$ cat config.mk
export PLATFORM = sky130hd
export DESIGN_NAME = uut_perf_capture
export DESIGN_NICKNAME = d
export VERILOG_FILES = /design/src/rtl/uut_perf_capture.sv
export SDC_FILE = /design/constraint.sdc
export NUM_CORES = 1
export LEC_CHECK = 0
export BUFFER_PORTS_ARGS = -buffer_cell sky130_fd_sc_hd__buf_2
export CAP_MARGIN = 20
export CORE_ASPECT_RATIO = 0.5
export CORE_UTILIZATION = 45
export CTS_BUF_LIST = sky130_fd_sc_hd__clkbuf_8
export DETAILED_ROUTE_END_ITERATION = 8
export SLEW_MARGIN = 20
export SYNTH_ARGS = -nofsm -noshare
export SYNTH_HDL_FRONTEND = slang
export SYNTH_SLANG_ARGS = --single-unit
export TNS_END_PERCENT = 100
$ cat constraint.sdc
create_clock -name clk -period 5.5 [get_ports clk]
set_input_delay 0 -clock clk [delete_from_list [all_inputs] [get_ports clk]]
set_output_delay 0 -clock clk [all_outputs]
set_load 0.02 [all_outputs]
$ cat src/rtl/uut_perf_capture.sv
`default_nettype none
// ============================================================================
// Module   : uut_perf_capture
// Brief    : Resets the UUT, counts cycles until end_uut and streams the
//            status/count/result frame as bytes to the SD write path.
// Revision : 1.0
// ============================================================================
module uut_perf_capture #(
  parameter int OUTPUT_SIZE    = 32,
  parameter int CNT_WIDTH      = 32,
  parameter int RST_CYCLES     = 16,
  parameter int TIMEOUT_CYCLES = 1000000
) (
  input  logic                   clk,
  input  logic                   rst,
  input  logic                   start,
  output logic                   busy,
  output logic                   done,
  output logic                   timeout,
  output logic                   rst_uut,
  input  logic                   end_uut,
  input  logic [OUTPUT_SIZE-1:0] output_from_UUT,
  output logic [7:0]             byte_data,
  output logic                   byte_valid,
  input  logic                   byte_ready
);

  localparam int c_FRAME_BYTES = 1 + CNT_WIDTH/8 + OUTPUT_SIZE/8;
  localparam int c_FRAME_BITS  = 8 * c_FRAME_BYTES;
  localparam int c_BIDX_W      = $clog2(c_FRAME_BYTES);
  localparam int c_RCNT_W      = $clog2(RST_CYCLES + 1);

  localparam logic [CNT_WIDTH-1:0] c_TMO_LAST  = CNT_WIDTH'(TIMEOUT_CYCLES - 1);
  localparam logic [CNT_WIDTH-1:0] c_TMO_CNT   = CNT_WIDTH'(TIMEOUT_CYCLES);
  localparam logic [c_RCNT_W-1:0]  c_RST_LAST  = c_RCNT_W'(RST_CYCLES - 1);
  localparam logic [c_BIDX_W-1:0]  c_BIDX_LAST = c_BIDX_W'(c_FRAME_BYTES - 1);

  typedef enum logic [2:0] {
    S_IDLE = 3'd0,
    S_RSTU = 3'd1,
    S_RUN  = 3'd2,
    S_CAPT = 3'd3,
    S_SEND = 3'd4,
    S_DONE = 3'd5
  } state_t;

  state_t                  r_state;
  logic                    r_end_s1;
  logic                    r_end_s;
  logic                    r_armed;
  logic [c_RCNT_W-1:0]     r_rcnt;
  logic [CNT_WIDTH-1:0]    r_cnt;
  logic [c_FRAME_BITS-1:0] r_shift;
  logic [c_BIDX_W-1:0]     r_bidx;
  logic                    r_busy;
  logic                    r_done;
  logic                    r_timeout;
  logic                    r_rst_uut;
  logic [7:0]              r_byte_data;
  logic                    r_byte_valid;

  logic [7:0]              w_status;
  logic [OUTPUT_SIZE-1:0]  w_result;
  logic [c_FRAME_BITS-1:0] w_frame;

  assign w_status = r_timeout ? 8'hFF : 8'h00;
  assign w_result = r_timeout ? '0 : output_from_UUT;
  assign w_frame  = {w_status, r_cnt, w_result};

  always_ff @(posedge clk or negedge rst) begin
    if (!rst) begin
      r_state      <= S_IDLE;
      r_end_s1     <= 1'b0;
      r_end_s      <= 1'b0;
      r_armed      <= 1'b0;
      r_rcnt       <= '0;
      r_cnt        <= '0;
      r_shift      <= '0;
      r_bidx       <= '0;
      r_busy       <= 1'b0;
      r_done       <= 1'b0;
      r_timeout    <= 1'b0;
      r_rst_uut    <= 1'b1;
      r_byte_data  <= 8'h00;
      r_byte_valid <= 1'b0;
    end else begin
      r_end_s1 <= end_uut;
      r_end_s  <= r_end_s1;
      case (r_state)
        S_IDLE: begin
          if (start) begin
            r_state   <= S_RSTU;
            r_timeout <= 1'b0;
            r_rcnt    <= '0;
            r_busy    <= 1'b1;
          end
        end
        S_RSTU: begin
          if (r_rcnt == c_RST_LAST) begin
            r_state   <= S_RUN;
            r_rst_uut <= 1'b0;
            r_cnt     <= '0;
            r_armed   <= 1'b0;
          end else begin
            r_rcnt <= r_rcnt + 1'b1;
          end
        end
        S_RUN: begin
          // A UUT still asserting end from a previous run must drop it first.
          if (!r_end_s) r_armed <= 1'b1;
          if (r_armed && r_end_s) begin
            r_state   <= S_CAPT;
            r_rst_uut <= 1'b1;
          end else if (r_cnt == c_TMO_LAST) begin
            r_state   <= S_CAPT;
            r_rst_uut <= 1'b1;
            r_timeout <= 1'b1;
            r_cnt     <= c_TMO_CNT;
          end else begin
            r_cnt <= r_cnt + 1'b1;
          end
        end
        S_CAPT: begin
          r_byte_data  <= w_frame[c_FRAME_BITS-1 -: 8];
          r_shift      <= w_frame << 8;
          r_byte_valid <= 1'b1;
          r_bidx       <= '0;
          r_state      <= S_SEND;
        end
        S_SEND: begin
          if (r_byte_valid && byte_ready) begin
            if (r_bidx == c_BIDX_LAST) begin
              r_byte_valid <= 1'b0;
              r_done       <= 1'b1;
              r_state      <= S_DONE;
            end else begin
              r_byte_data <= r_shift[c_FRAME_BITS-1 -: 8];
              r_shift     <= r_shift << 8;
              r_bidx      <= r_bidx + 1'b1;
            end
          end
        end
        S_DONE: begin
          r_done  <= 1'b0;
          r_busy  <= 1'b0;
          r_state <= S_IDLE;
        end
        default: begin
          r_state <= S_IDLE;
        end
      endcase
    end
  end

  assign busy       = r_busy;
  assign done       = r_done;
  assign timeout    = r_timeout;
  assign rst_uut    = r_rst_uut;
  assign byte_data  = r_byte_data;
  assign byte_valid = r_byte_valid;

endmodule
`default_nettype wire

==> results.json, run 1 <==
{
  "status": "finished clean",
  "hpwl_um": 8930,
  "fin_cells": 846,
  "num_io_pins": 50,
  "syn_area_um2": 5900,
  "vias": 4625,
  "place_inst": 786,
  "grt_max_degree": 84,
  "synth.top_cells.by_area": "dfrtp_1 52%, o21ai_0 6.7%, mux2i_1 5.3%",
  "drt_iter0_markers": 283,
  "clk_latency_ns": 0.43,
  "ff_latch_area_um2": 3100,
  "synthAdderAreaFrac_pct": 1.06,
  "grt_usage_pct": 22.2,
  "synth.distinct_cells": 46,
  "ir_drop_v": 0.000163,
  "die_y_um": 83.0,
  "synth-simple-area-share_pct": 19.8,
  "area_growth_pct": 16.8,
  "tightest_slew_ns": 1.03,
  "die-area_um2": 13600,
  "required_ns": 5.83,
  "synth-xor-area-share_pct": 2.82,
  "viasPerCell": 5.47,
  "yosysTopAreaCellShare_pct": 52.1,
  "fp-row-count": 29,
  "cts_made_buffers": 17,
  "critPathKind": "reg2reg",
  "cts_root_buf": "clkbuf_8",
  "antennaDiodeCount": 0,
  "portBuffers": 49,
  "clkSinkCount": 124,
  "fin_area_um2": 6900,
  "cts_resized": 0,
  "drt-total-wl_um": 13700,
  "overflow": 0,
  "synth_seq_cells": 124,
  "critPathArrivalTime_ns": 3.15,
  "wl_per_cell_um": 16.2,
  "hold_violations": 0,
  "synth_area_leader_cell": "dfrtp_1",
  "yosys_most_used_dff": "dfrtp_1",
  "core_area_um2": 12700,
  "ant_nets": 0,
  "power_density_nw_per_um2": 344,
  "slew_viol_final": 0,
  "rsz0062_at_grt": "false",
  "place_congestion": 0.808,
  "start_kind": "flip-flop",
  "synth_top_family_by_area": "simple AND/OR/NAND/NOR gates",
  "p_leak_uw": 0.00295,
  "cp-end-kind": "flip-flop",
  "synth_edf_count": 0,
  "cts_tree": "yes",
  "cts_buffer_depth": 2,
  "finalSetupTns_ns": 0,
  "path_clk_slew_ns": 0.07,
  "start_util_pct": 46.4,
  "finalPower_uw": 2370,
  "synth_compound_area_share_pct": 14.6,
  "nFillCells": 1153,
  "post-route-min-period_ns": 2.82,
  "crit_fanout": 18,
  "grt_pass1_wl_um": 23400,
  "synth_area_per_cell_um2": 9.73,
  "drc": 0,
  "drive_gt1_share_pct": 14.5,
  "fin_nets": 705,
  "final_cell_mix": "123 x dfrtp_1, 79 x o21ai_0, 78 x nand2_1",
  "maxCapViolCount": 0,
  "syn_inst": 607,
  "max-slew-margin-rel_pct": 31.2,
  "setup_viol": 0,
  "dieWidth_um": 164,
  "yosysSeqAreaShare_pct": 52.6,
  "skew_ns": 0.0150,
  "period_share_pct": 51.2,
  "synthMuxAreaShare_pct": 5.64,
  "firstDrtPassIters": 4,
  "antenna_found_initial": 0,
  "holdBufCountCts": 28,
  "place_area_um2": 6240,
  "cts_max_level": 4,
  "finalCoreUtilization_pct": 54.1,
  "max_freq_mhz": 355,
  "final_common_cell": "dfrtp_1",
  "syn_nets": 649,
  "synthArstFlopShare_pct": 100,
  "min-delay-path-class": "in2reg",
  "grt_pass1_vias": 4396,
  "ys_warn_count": 0,
  "cts_setup_buffers": 0,
  "multi_input_area_um2": 2600
}
[per-stage QoR]
step                      hold slack (ns)  worst slack (ns)
final                              0.0240              2.68
after global routing               0.0434              2.56
after CTS                        0.000861              2.69
after detailed placement           0.0950              2.73
after global placement             0.0908              2.83
after floorplan                    -0.296              3.09
[cells by family (layout without fill, tap and decap cells)]
| group | after synthesis | count (layout) |
|---|---|---|
| and+or+nand+nor | 221 | 221 |
| AOI/OAI and AO/OA | 151 | 151 |
| DFF | 124 | 124 |
| buffers and inverters | 54 | 123 |
| muxes | 33 | 33 |
| xor gates and xnor gates | 19 | 19 |
| adders and majority gates | 5 | 5 |
[critical path: stages (launching register included)]
cell      delay [ns]
dfrtp_1         0.39
ha_1            0.18
and3_1          0.16
ha_1            0.23
nand3b_1        0.12
o21a_1          0.34
or4_1           0.74
or3_1           0.39
a21oi_1         0.16
[synthesized netlist by cell type (3+ instances only)]
cell type	number
buf_1	5
xor2_1	4
o21ai_1	3
mux2i_1	31
and3_1	3
nor4_1	15
a221o_1	8
nor4b_1	5
nor3_1	5
ha_1	5
clkbuf_1	34
a22o_1	10
buf_2	5
o21ai_0	79
dfrtp_1	123
inv_1	10
nand2_1	78
nor2_1	35
xnor2_1	15
o31ai_1	3
or3_1	11
nand2b_1	4
a21oi_1	40
or2_2	3
nor3b_1	25
and4_1	3
nand3_1	11
nand4_1	10
[area by class of cell]
type / instances / area share, %
tap: 170 / 3.08
clock inverter: 13 / 1.71
timing repair buffer: 81 / 8.09
clock buffer: 19 / 3.79
inverter: 10 / 0.544
sequential: 124 / 45.0
multi-input combinational: 429 / 37.8
[state kept, by name, summed over array words and instances (netlist names)]
register,flops
byte_valid,1
byte_data,8
r_rcnt,5
r_end_s,1
r_state,3
r_end_s1,1
r_armed,1
rst_uut,1
r_shift,64
done,1
busy,1
timeout,1
r_cnt,32
r_bidx,4
[worst paths after layout]
path | start | end | slack, ns | cells after the start
setup / recovery | r_rcnt[0] | r_cnt[31] | 2.68 | 8
hold / removal | output_from_UUT[14] | r_shift[22] | 0.02 | 4
setup reg to reg | r_rcnt[0] | r_cnt[31] | 2.68 | 8
hold reg to reg | r_end_s1 | r_end_s | 0.35 | 0
max in group asynchronous | rst | r_cnt[29] | 3.93 | 3
min in group asynchronous | rst | r_rcnt[2] | 0.18 | 2
[where the power goes]
part	internal, uW	total [uW]	switching [uW]
combinational	187	418	231
sequential	1080	1200	122
clock	381	755	373
total	1650	2370	727
[layer usage]
metal	part of all wire (%)	track usage (%)	wire length, um	vias up
li1	-	-	-	2289
met1	54	36.0	7410	2233
met2	40	29.4	5520	99
met3	5.3	4.25	724	4
met4	0.40	6.65	55	0
met5	0	0	0	-
Power figures use the tool's default switching activity.
==> inputs of run 2 (changes only) <==
==> constraint.sdc (replaced) <==
create_clock -name clk -period 2.72 [get_ports clk]
set_input_delay 0 -clock clk [delete_from_list [all_inputs] [get_ports clk]]
set_output_delay 0 -clock clk [all_outputs]
set_load 0.02 [all_outputs]
==> results.json, run 2 (synthesized netlist as in run 1, its figures left out) <==
{
  "antennaDiodeCount": 0,
  "drive_gt1_share_pct": 15.6,
  "start_kind": "flip-flop",
  "nFillCells": 1152,
  "setup_viol": 0,
  "path_cells": "ha_1, inv_1, or4_4, or4_1, or3_1, a21oi_1",
  "die-area_um2": 13600,
  "status": "finished clean",
  "tightest_slew_ns": 0.680,
  "hpwl_um": 9320,
  "wl_per_cell_um": 16.5,
  "grt_pass1_wl_um": 23100,
  "cpPeakStageDelay_ns": 0.64,
  "clk_latency_ns": 0.44,
  "critPathArrivalTime_ns": 2.89,
  "cts_buffer_depth": 2,
  "die_y_um": 83.0,
  "p_leak_uw": 0.00303,
  "maxCapViolCount": 0,
  "hold_violations": 0,
  "regMostFlops": "r_shift",
  "num_io_pins": 50,
  "place_ws_ns": 0.220,
  "power_density_nw_per_um2": 727,
  "portBuffers": 49,
  "critPathBufInv": 1,
  "slew_viol_final": 0,
  "vias": 4609,
  "grt_pass1_vias": 4422,
  "fin_cells": 848,
  "rsz0062_at_grt": "false",
  "fp-row-count": 29,
  "core_area_um2": 12700,
  "cts_root_buf": "clkbuf_8",
  "start_util_pct": 46.4,
  "drt_iter0_markers": 420,
  "final_common_cell": "dfrtp_1",
  "cp-end-kind": "flip-flop",
  "max-slew-margin-rel_pct": 54.5,
  "required_ns": 3.07,
  "min-delay-path-class": "in2reg",
  "area_growth_pct": 18.1,
  "finalSetupTns_ns": 0,
  "path_clk_slew_ns": 0.07,
  "clkSinkCount": 124,
  "skew_ns": 0.0202,
  "antenna_found_initial": 0,
  "overflow": 0,
  "largest_reg_flops": 64,
  "final_cell_mix": "123 x dfrtp_1, 79 x o21ai_0, 78 x nand2_1",
  "place_inst": 797,
  "viasPerCell": 5.44,
  "place_congestion": 0.865,
  "cts_made_buffers": 17,
  "max_freq_mhz": 393,
  "cts_tree": "yes",
  "crit_slowest_cell": "or4_1",
  "grt_max_degree": 99,
  "drt-total-wl_um": 14000,
  "critPathTopFamily": "simple AND/OR/NAND/NOR gates",
  "fin_nets": 708,
  "critPathKind": "reg2reg",
  "cts_max_level": 4,
  "drc": 0,
  "fin_ws_ns": 0.179,
  "crit_fanout": 9,
  "cts_resized": 0,
  "period_share_pct": 93.4,
  "grt_usage_pct": 22.2,
  "ir_drop_v": 0.000292,
  "post-route-min-period_ns": 2.54,
  "dieWidth_um": 164,
  "firstDrtPassIters": 5,
  "ant_nets": 0
}
## run 2: final timing paths
| check | startpoint | endpoint | slack [ns] | cells after the start |
|---|---|---|---|---|
| setup / recovery | r_cnt[0] | r_cnt[28] | 0.18 | 6 |
| hold / removal | output_from_UUT[26] | r_shift[34] | 0.01 | 4 |
| setup reg to reg | r_cnt[0] | r_cnt[28] | 0.18 | 6 |
| hold reg to reg | r_end_s1 | r_end_s | 0.36 | 0 |
| max in group asynchronous | rst | rst_uut | 1.75 | 3 |
| min in group asynchronous | rst | byte_data[1] | 0.13 | 2 |
## run 2: where the power goes
part           internal (uW)  leakage, uW  switching, uW  total, uW
Combinational            384      0.00113            490        873
Clock                   1040     0.000221            746       1780
Sequential              2180      0.00167            231       2410
Total                   3600      0.00303           1470       5070
## run 2: what timing repair did
item / in CTS / in global routing
hold endpoints to repair: 69 / 0
buffers inserted: 0 / 0
hold buffers: 20 / 0
setup endpoints to repair: 0 / 0
## run 2: cell type report
type,count,area (um2),area share [%]
clock buffer,19,262,3.75
clock inverter,12,170,2.44
inverter,10,37.5,0.538
multi-input combinational,429,2600,37.3
sequential,124,3100,44.5
tap,170,213,3.05
timing repair buffer,84,586,8.39
## run 2: worst register-to-register path: cells and delay by family (launching register included)
| kind | cells | cell delay (ns) |
|---|---|---|
| AOI/OAI and AO/OA | 1 | 0.14 |
| adders and majority gates | 1 | 0.23 |
| buffers and inverters | 1 | 0.10 |
| DFF | 1 | 0.41 |
| and+or+nand+nor | 3 | 1.58 |
## run 2: stage by stage
step           area (um2)  hold slack (ns)  power [uW]  utilization (%)
2_1_floorplan        5900           -0.296        3000                -
3_3_place_gp         6340           0.0781        3280             49.8
3_5_place_dp         6340           0.0814        3310             49.8
4_1_cts              6980          0.00274        5120             54.8
5_1_grt              6980           0.0253        5370             54.8
6_report             6980           0.0132        5070             54.8
## run 2: layer usage
| layer | vias up | part of all wire (%) | global-route usage [%] |
|---|---|---|---|
| met4 | 0 | 0.67 | 6.14 |
| met1 | 2208 | 53 | 35.3 |
| li1 | 2283 | - | - |
| met2 | 108 | 42 | 30.0 |
| met5 | - | 0 | 0 |
| met3 | 10 | 3.9 | 4.60 |
==> inputs of run 3 (changes only) <==
--- a/config.mk
+++ b/config.mk
@@ -5,12 +5,13 @@
 export SDC_FILE = /design/constraint.sdc
 export NUM_CORES = 1
 export LEC_CHECK = 0
-export BUFFER_PORTS_ARGS = -buffer_cell sky130_fd_sc_hd__buf_2
+export BUFFER_PORTS_ARGS = -buffer_cell sky130_fd_sc_hd__buf_4
 export CAP_MARGIN = 20
 export CORE_ASPECT_RATIO = 0.5
 export CORE_UTILIZATION = 45
 export CTS_BUF_LIST = sky130_fd_sc_hd__clkbuf_8
 export DETAILED_ROUTE_END_ITERATION = 8
+export PLACE_DENSITY = 0.65
 export SLEW_MARGIN = 20
 export SYNTH_ARGS = -nofsm -noshare
 export SYNTH_HDL_FRONTEND = slang
==> constraint.sdc (replaced) <==
create_clock -name clk -period 2.2 [get_ports clk]
set_input_delay 0 -clock clk [delete_from_list [all_inputs] [get_ports clk]]
set_output_delay 0 -clock clk [all_outputs]
set_load 0.02 [all_outputs]
==> results.json, run 3 (synthesized netlist as in run 1, its figures left out) <==
{
  "status": "finished with violations",
  "violations": "setup timing",
  "cts_tree": "yes",
  "wl_per_cell_um": 16.0,
  "regMostFlops": "r_shift",
  "hpwl_um": 9420,
  "drc": 0,
  "slew_viol_final": 0,
  "fin_ws_ns": -0.0616,
  "grt_usage_pct": 22.8,
  "combPwrFrac_pct": 20.3,
  "p_sw_uw": 1890,
  "drt-total-wl_um": 14300,
  "cpMostUsedCell": "or4_4",
  "crit_slowest_cell": "or4_4",
  "start_util_pct": 46.4,
  "finalSetupTns_ns": -0.177,
  "cpPeakStageDelay_ns": 0.58,
  "cp-end-kind": "flip-flop",
  "critPathArrivalTime_ns": 2.62,
  "vias": 4909,
  "nFillCells": 1089,
  "final_cell_mix": "122 x dfrtp_1, 96 x buf_4, 77 x nand2_1",
  "firstDrtPassIters": 5,
  "min-delay-path-class": "in2reg",
  "grt_max_degree": 76,
  "cts_max_level": 4,
  "clk_latency_ns": 0.44,
  "cts_made_buffers": 17,
  "skew_ns": 0.0135,
  "multi_input_area_um2": 2730,
  "met3_usage_pct": 5.44,
  "path_cells": "buf_6, nand2_4, or4_4, or4_4, or3_4, a21oi_2",
  "hold_ws_ns": 0.0124,
  "grt_pass1_vias": 4841,
  "cts_buffer_depth": 2,
  "largest_reg_flops": 64,
  "num_io_pins": 50,
  "hold_violations": 0,
  "met1_usage_pct": 32.9,
  "switching_share_pct": 29.7,
  "required_ns": 2.56,
  "grt_use_met2_pct": 33.8,
  "grt_pass1_wl_um": 24000,
  "period_share_pct": 103,
  "place_area_um2": 6770,
  "critPathKind": "reg2reg",
  "place_ws_ns": -0.0394,
  "tightest_slew_ns": 0.637,
  "ant_nets": 0,
  "p_clk_share_pct": 33.2,
  "setup_viol": 6,
  "antennaDiodeCount": 0,
  "overflow": 0,
  "dieWidth_um": 164,
  "busiest_layer": "met2",
  "seq_power_share_pct": 46.6,
  "viasPerCell": 5.50,
  "die-area_um2": 13600,
  "critPathTopFamily": "simple AND/OR/NAND/NOR gates",
  "p_int_uw": 4470,
  "post-route-min-period_ns": 2.26,
  "path_clk_slew_ns": 0.08,
  "final_common_cell": "dfrtp_1",
  "crit_fanout": 5,
  "max_freq_mhz": 442,
  "place_congestion": 0.835,
  "fp-row-count": 29,
  "drive_gt1_share_pct": 23.5,
  "power_density_nw_per_um2": 839,
  "start_kind": "flip-flop",
  "cts_root_buf": "clkbuf_8",
  "ff_latch_area_um2": 3110,
  "finalPower_uw": 6360,
  "antenna_found_initial": 0,
  "p_leak_uw": 0.00331,
  "critPathBufInv": 1,
  "portBuffers": 49,
  "clkSinkCount": 124,
  "rsz0062_at_grt": "true",
  "fin_area_um2": 7590,
  "die_y_um": 83.0,
  "drt_iter0_markers": 325,
  "core_area_um2": 12700,
  "ir_drop_v": 0.000482,
  "fin_nets": 752,
  "max-slew-margin-rel_pct": 57.1,
  "area_growth_pct": 28.5,
  "maxCapViolCount": 0
}
-- run 3: cell count changes in the layout (fill, tap and decap cells not counted), moves of 4 or more --
| cell | delta |
|---|---|
| buf_4 | +82 |
| buf_2 | -48 |
| o21ai_0 | -8 |
| o21ai_1 | +7 |
| a21oi_1 | -5 |
| a21oi_2 | +5 |
| buf_12 | +4 |
| or4_4 | +4 |
-- run 3: stage by stage --
| step | util, % | cells |
|---|---|---|
| after global routing | 59.6 | 893 |
| after floorplan | - | 607 |
| after detailed placement | 53.2 | 826 |
| after CTS | 58.4 | 883 |
| final | 59.6 | 893 |
| after global placement | 53.2 | 826 |
-- run 3: worst register-to-register path, delay by kind of cell, from the launching register on --
kind	cells	cell delay, ns
simple gates	4	1.50
compound gates	1	0.14
buf+inv	1	0.14
flops	1	0.41
-- run 3: path summary, 6_finish.rpt --
check / start / to / slack [ns] / cells past startpoint
hold / removal: output_from_UUT[24] / r_shift[32] / 0.01 / 4
setup reg to reg: r_cnt[1] / r_cnt[31] / -0.06 / 6
min in group asynchronous: rst / r_shift[63] / 0.07 / 2
setup / recovery: r_cnt[1] / r_cnt[31] / -0.06 / 6
hold reg to reg: r_end_s1 / r_end_s / 0.35 / 0
max in group asynchronous: rst / rst_uut / 1.44 / 3
-- run 3: cell type report --
| class | instances | area share (%) |
|---|---|---|
| clock buffer | 18 | 3.26 |
| tap | 170 | 2.80 |
| sequential | 124 | 40.9 |
| inverter | 10 | 0.495 |
| timing repair buffer | 126 | 14.3 |
| clock inverter | 14 | 2.24 |
| multi-input combinational | 431 | 36.0 |
-- run 3: layer usage --
metal	routed length, um	up-vias
met5	0	-
met4	184	0
met3	704	18
met2	6420	132
met1	7020	2364
li1	-	2395
-- run 3: power groups by stage --
stage                     sequential (uW)  combinational, uW  clock [uW]
final                                2960               1290        2110
after global routing                 3020               1470        2260
after CTS                            2960               1270        2160
after detailed placement             3000               1210           0
after global placement               2990               1180           0
after floorplan                      3010                712           0
-- run 3: repair_timing --
item / 4_1_cts / 5_1_grt
gates cloned: 1 / 1
resized for setup: 2 / 25
setup buffers: 3 / 9
endpoints found under the setup margin: 10 / 16
hold buffers: 21 / 0
endpoints found under the hold margin: 146 / 0
pin swaps: 2 / 6
